`config.mk`:
```
export PLATFORM = sky130hd
export DESIGN_NAME = mux4w_rr
export DESIGN_NICKNAME = d
export VERILOG_FILES = /design/src/rtl/mux4w_rr.sv
export SDC_FILE = /design/constraint.sdc
export NUM_CORES = 1
export LEC_CHECK = 0
export CAP_MARGIN = 20
export CORE_UTILIZATION = 41
export DETAILED_ROUTE_END_ITERATION = 12
export GPL_TIMING_DRIVEN = 0
export PLACE_DENSITY = 0.84
export SYNTH_ARGS = -nofsm -noshare
export SYNTH_HDL_FRONTEND = slang
export SYNTH_SLANG_ARGS = --single-unit
export TNS_END_PERCENT = 5
```
`constraint.sdc`:
```
create_clock -name clk -period 8.35 [get_ports clk]
set_input_delay 1.67 -clock clk [delete_from_list [all_inputs] [get_ports clk]]
set_output_delay 1.67 -clock clk [all_outputs]
set_load 0.01 [all_outputs]
```
`src/rtl/mux4w_rr.sv`:
```
// mux4w_rr: four-source round-robin merge into one registered, source-tagged output stream
module mux4w_rr #(
  parameter int WIDTH = 16
) (
  input  logic             clk,
  input  logic             rst_n,
  input  logic [3:0]       in_valid,
  output logic [3:0]       in_ready,
  input  logic [WIDTH-1:0] in_data0,
  input  logic [WIDTH-1:0] in_data1,
  input  logic [WIDTH-1:0] in_data2,
  input  logic [WIDTH-1:0] in_data3,
  output logic             out_valid,
  input  logic             out_ready,
  output logic [WIDTH-1:0] out_data,
  output logic [1:0]       out_sel
);
  typedef enum logic {EMPTY, FULL} state_t;

  state_t           state_q, state_d;
  logic [1:0]       ptr;
  logic [3:0]       rot;
  logic [1:0]       gidx;
  logic             any, load_en, xfer;
  logic [WIDTH-1:0] sel_data;

  // rotate valids so the pointer position becomes bit 0, pick first set bit, map back to a source index
  always_comb begin
    rot      = 4'({in_valid, in_valid} >> ptr);
    any      = |in_valid;
    gidx     = ptr + (rot[0] ? 2'd0 : rot[1] ? 2'd1 : rot[2] ? 2'd2 : 2'd3);
    sel_data = gidx == 2'd0 ? in_data0 : gidx == 2'd1 ? in_data1 : gidx == 2'd2 ? in_data2 : in_data3;
  end

  // holder next state and handshake; ready is masked while reset is asserted
  always_comb begin
    state_d  = state_q;
    load_en  = state_q == EMPTY || out_ready;
    xfer     = load_en && any;
    in_ready = (rst_n && xfer) ? 4'b0001 << gidx : 4'b0000;
    if (load_en) state_d = any ? FULL : EMPTY;
  end

  // holder state register
  always_ff @(posedge clk or negedge rst_n) begin
    if (!rst_n) state_q <= EMPTY;
    else        state_q <= state_d;
  end

  // capture the granted word and advance the pointer past the winner
  always_ff @(posedge clk or negedge rst_n) begin
    if (!rst_n) begin
      out_data <= '0;
      out_sel  <= 2'd0;
      ptr      <= 2'd0;
    end else if (xfer) begin
      out_data <= sel_data;
      out_sel  <= gidx;
      ptr      <= gidx + 2'd1;
    end
  end

  assign out_valid = state_q == FULL;
endmodule
```
# After elaboration in Yosys (flattened, before gate mapping)

Cells that the tools add are included.

Shift operators: 2
Bitwise operators: 1
Reductions and logical operators: 5
$add $sub $neg: 2
Eq/ne operators: 2
Muxes and demuxes: 8

Operators by type and width:

| kind                  | number |
|---|---|
| $mux W16              | 3 |
| $shr A8 B2 Y3         | 1 |
| $mux W2               | 2 |
| $mux W4               | 1 |
| $reduce_or A4 Y1      | 1 |
| $shl A1 B2 Y4 const A | 1 |
| $add A2 B1 Y2 const B | 1 |
| $add A2 B2 Y2         | 1 |
| $eq A2 B1 Y1 const B  | 1 |
| $eq A2 B2 Y1 const B  | 1 |
| $logic_and A1 B1 Y1   | 2 |
| $logic_not A2 Y1      | 1 |
| $mux W1               | 2 |
| $logic_or A1 B1 Y1    | 1 |
| $not A1 Y1            | 1 |

Bits in registers: 21
Output and inout port bits: 23
Bits of input ports: 71
Logic and storage cells: 24

# Longest topological paths before layout

Depth after elaboration: 9
Gate-level depth with buffers: 13
Mapped depth without buffers: 10

# Worst setup path after synthesis

OpenSTA, ideal clock, no wires.

Path type: input-to-output
From: in in_valid[1]
To: out in_ready[2]
Slack: 3.333 ns
Required time: 6.680 ns
Buffers on the path: 1
Stages: 9
Arrival time: 3.347 ns
Cell sequence: nand2b_1 -> a21oi_1 -> nor3_1 -> a21oi_1 -> ha_1 -> nor2_1 -> buf_2 -> nand2_1 -> nor2_1

Cells in the longest elaborated chain, start to end: 7
Elaborated cells on any way between the ends: 10
Those cells by class: 1 x add/sub; 2 x shift; 4 x mux; 3 x reduce/logical

Ends and longest elaborated chain:

| element            | RTL line | text |
|---|---|---|
| start: declaration | 7        | `input logic [3:0] in_valid,` |
| $shr A8 B2 Y3 (*)  | 29       | `rot = 4'({in_valid, in_valid} >> ptr);` |
| $mux W1            | 31       | `gidx = ptr + (rot[0] ? 2'd0 : rot[1] ? 2'd1 : rot[2] ? 2'd2 : 2'd3);` |
| $mux W2            | 31       |  |
| $mux W2 (*)        | 31       |  |
| $add A2 B2 Y2 (*)  | 31       |  |
| named net gidx[0]  | 23       | `logic [1:0] gidx;` |
| $shl A1 B2 Y4 (*)  | 40       | `in_ready = (rst_n && xfer) ? 4'b0001 << gidx : 4'b0000;` |
| $mux W4 (*)        | 40       |  |
| end: declaration   | 8        | `output logic [3:0] in_ready,` |

Mark *: on every way through the listed nets, which the timed path passes. The rest lies on a longest branch.

# Worst setup path after layout

From: in in_valid[2]
To: out in_ready[2]

The elaborated chain is that of the path after synthesis.

==> metrics.yaml <==
sta:
  period_minus_slack_ps: 6390
  setup_viol: 0
  slew_violations: 0
  hold_slack_ps: 487
  fin_setup_tns_ps: 0
  max_slew.worst_pin.slew_ps: 761
  period_share_pct: 76.5
  fmax_ghz: 0.157
  relSlewSlack_pct: 49.1
  skew_ps: 6.84
  grt_setup_unrepaired: "no"
  finalHoldViolations: 0
global_route:
  overflow: 0
  grt_pass1_vias: 1613
  antenna_found_initial: 0
  gr-usage-all-layers_pct: 23.6
  grt_start_max_net_pins: 26
  grt_pass1_wl_um: 7540
logic_synthesis:
  ys_types: 33
  ys_async_sr_fraction_pct: 100
  synth_fp_nets: 245
  syn_area_um2: 1570
  yosys_most_used_dff: "dfrtp_1"
  syn_area_per_cell_um2: 9.10
  seq_area_frac_synth_pct: 33.4
  synth-edff-count: 0
  syn_inst: 173
  synth_seq_cells: 21
  synth-warning-count: 0
cts:
  post_cts_buffers: 0
  cts_root_buf: "clkbuf_8"
  clk_pin_slew_worst_paths_ps: 80
  cts.sinks: 21
  htree_levels: 1
  cts_resized: 0
  clock_latency_ps: 260
  cts_buffer_depth: 2
  cts_hold_buf: 0
  numCtsBuffers: 3
  cts_tree: "built"
finish:
  layout.nets: 344
  n_antenna_cell: 0
  drive_above_1_share_pct: 10.7
  fillers: 305
  syn2layout_area_growth_pct: 66.8
pwr:
  p_leak_nw: 1.11
  power.switching_mw: 0.354
  pwr-share-clk_pct: 8.1
  combPwrFrac_pct: 70.6
  power_frac_seq_pct: 21.3
  internal_power_mw: 0.493
  irDropWorstVdd_mv: 0.172
  total_power_mw: 0.847
  switching_share_pct: 41.8
  p_per_area_nw_per_um2: 323
worst_setup_path:
  crit_start: "in_valid[2]"
  r2r-start: "ptr[1]$_DFFE_PN0P_"
  cp-start-kind: "input pin"
  reg2regPathDepth: 11
  crit_fanout: 10
  critPathKind: "input pin to primary output"
  end_kind: "primary output"
  cp.required_ps: 6680
  regToRegSetupSlack_ps: 5600
  worstPathArrival_ps: 4720
  rr_endpoint: "out_data[10]$_DFFE_PN0P_"
routing:
  drc: 0
  via_per_inst: 5.00
  wl_um: 4450
  firstDrtPassIters: 4
  postRouteAntennaNets: 0
  drtIter0Drc: 78
  routedWlPerCell_um: 14.0
  vias: 1596
status:
  status: "completed"
floorplanning:
  ios: 94
  die_area_um2: 4090
  initial_core_util_pct: 43.0
  rows: 22
  die_width_um: 64.0
  core-area_um2: 3660
  die_h_um: 64.0
hold_path:
  min_to: "out_sel[1]$_DFFE_PN0P_"
  min_from: "out_sel[1]$_DFFE_PN0P_"
  hp-class: "register to register"
  min_delay_path_depth: 2
placed_design:
  routabilityCongestion: 0.793
  io_buffer_count: 93
  dpl.hpwl_um: 3380
run:
  maxCapViolations: 0
[metrics by stage]
step	area [um2]	setup WS (ps)	utilization (%)	instances
finish	2630	1960	71.7	319
global route	2630	1650	71.7	319
CTS	2610	1920	71.3	318
detailed placement	2560	1940	70.1	314
global placement	2560	1970	70.1	314
floorplan	1570	3330	-	173
[registers in the layout (all words and copies together) (netlist names)]
signal and flops:
out_data 16, out_sel 2, out_valid 1, ptr 2
[cell usage in the layout, fill, tap and decap left out, types with 2 or more instances in the layout]
cell type,n
clkdlybuf4s50_1,93
nor2_1,52
dfrtp_1,21
mux2i_1,16
mux2_1,16
a211oi_2,14
nand2_1,9
a21oi_1,5
buf_2,5
clkbuf_1,4
nand2b_1,4
and3_1,3
clkbuf_8,3
nor3b_1,2
buf_8,2
a211oi_1,2
o21ai_1,2
[layout make-up]
| cell class | count | area (um2) | share of cell area (%) |
|---|---|---|---|
| multi-input cells | 140 | 975 | 37.1 |
| plain buffers | 11 | 70.1 | 2.67 |
| well taps | 48 | 60.1 | 2.29 |
| inverters | 1 | 3.75 | 0.143 |
| flip-flops and latches | 21 | 526 | 20.0 |
| clock buffers | 4 | 45.0 | 1.72 |
| repair buffers | 94 | 946 | 36.0 |
[synth_stat cells (2+ instances only)]
master     n  area, um2
and3_1     3       18.8
mux2_1    16        180
nand2b_1   4       25.0
mux2i_1   16        160
clkbuf_1   3       11.3
a21oi_1    5       25.0
dfrtp_1   21        526
o21ai_1    2       10.0
nand2_1    9       33.8
a211oi_1   2       15.0
buf_2      5       25.0
a211oi_2  14        175
nor2_1    52        195
nor3b_1    2       15.0
[power by group through the flow]
stage | sequential (mW) | clock (mW) | combinational (mW)
6_report | 0.180 | 0.0688 | 0.598
5_1_grt | 0.187 | 0.0754 | 0.654
4_1_cts | 0.180 | 0.0700 | 0.604
3_5_place_dp | 0.181 | 0 | 0.601
3_3_place_gp | 0.179 | 0 | 0.593
2_1_floorplan | 0.199 | 0 | 0.372
[how the worst max path moves through the flow]
stage / end / slack, ps / cells past startpoint
2_1_floorplan: in_ready[2] / 3330 / 9
3_3_place_gp: in_ready[2] / 1970 / 11
3_5_place_dp: in_ready[2] / 1940 / 10
4_1_cts: in_ready[2] / 1920 / 10
5_1_grt: in_ready[2] / 1650 / 10
6_report: in_ready[2] / 1960 / 10
[critical path, stage by stage]
cell,delay (ps)
clkdlybuf4s50_1,570
nor3b_1,220
nor2_1,60
a21oi_1,140
ha_1,290
nor2_1,620
buf_2,420
nand2_1,90
nor2_1,90
clkdlybuf4s50_1,550
[logic make-up after synthesis]
kind of cell	Yosys count	synth area share, %
AO/OA/AOI/OAI	27	16.5
flip-flops	21	33.4
buffers and inverters	12	4.69
XOR/XNOR	1	0.557
multiplexers	32	21.6
adder cells (fa/ha/maj)	1	0.795
AND/OR/NAND/NOR	79	22.4
[per-layer routing]
metal  global-route usage, %  up-vias  routed length [um]
met5                       0        -                   0
met4                    4.83        0                  13
met3                    4.46        2                 285
met2                    40.2       63                2140
met1                    30.9      729                2010
li1                        -      802                   -
Power figures use the tool's default switching activity.
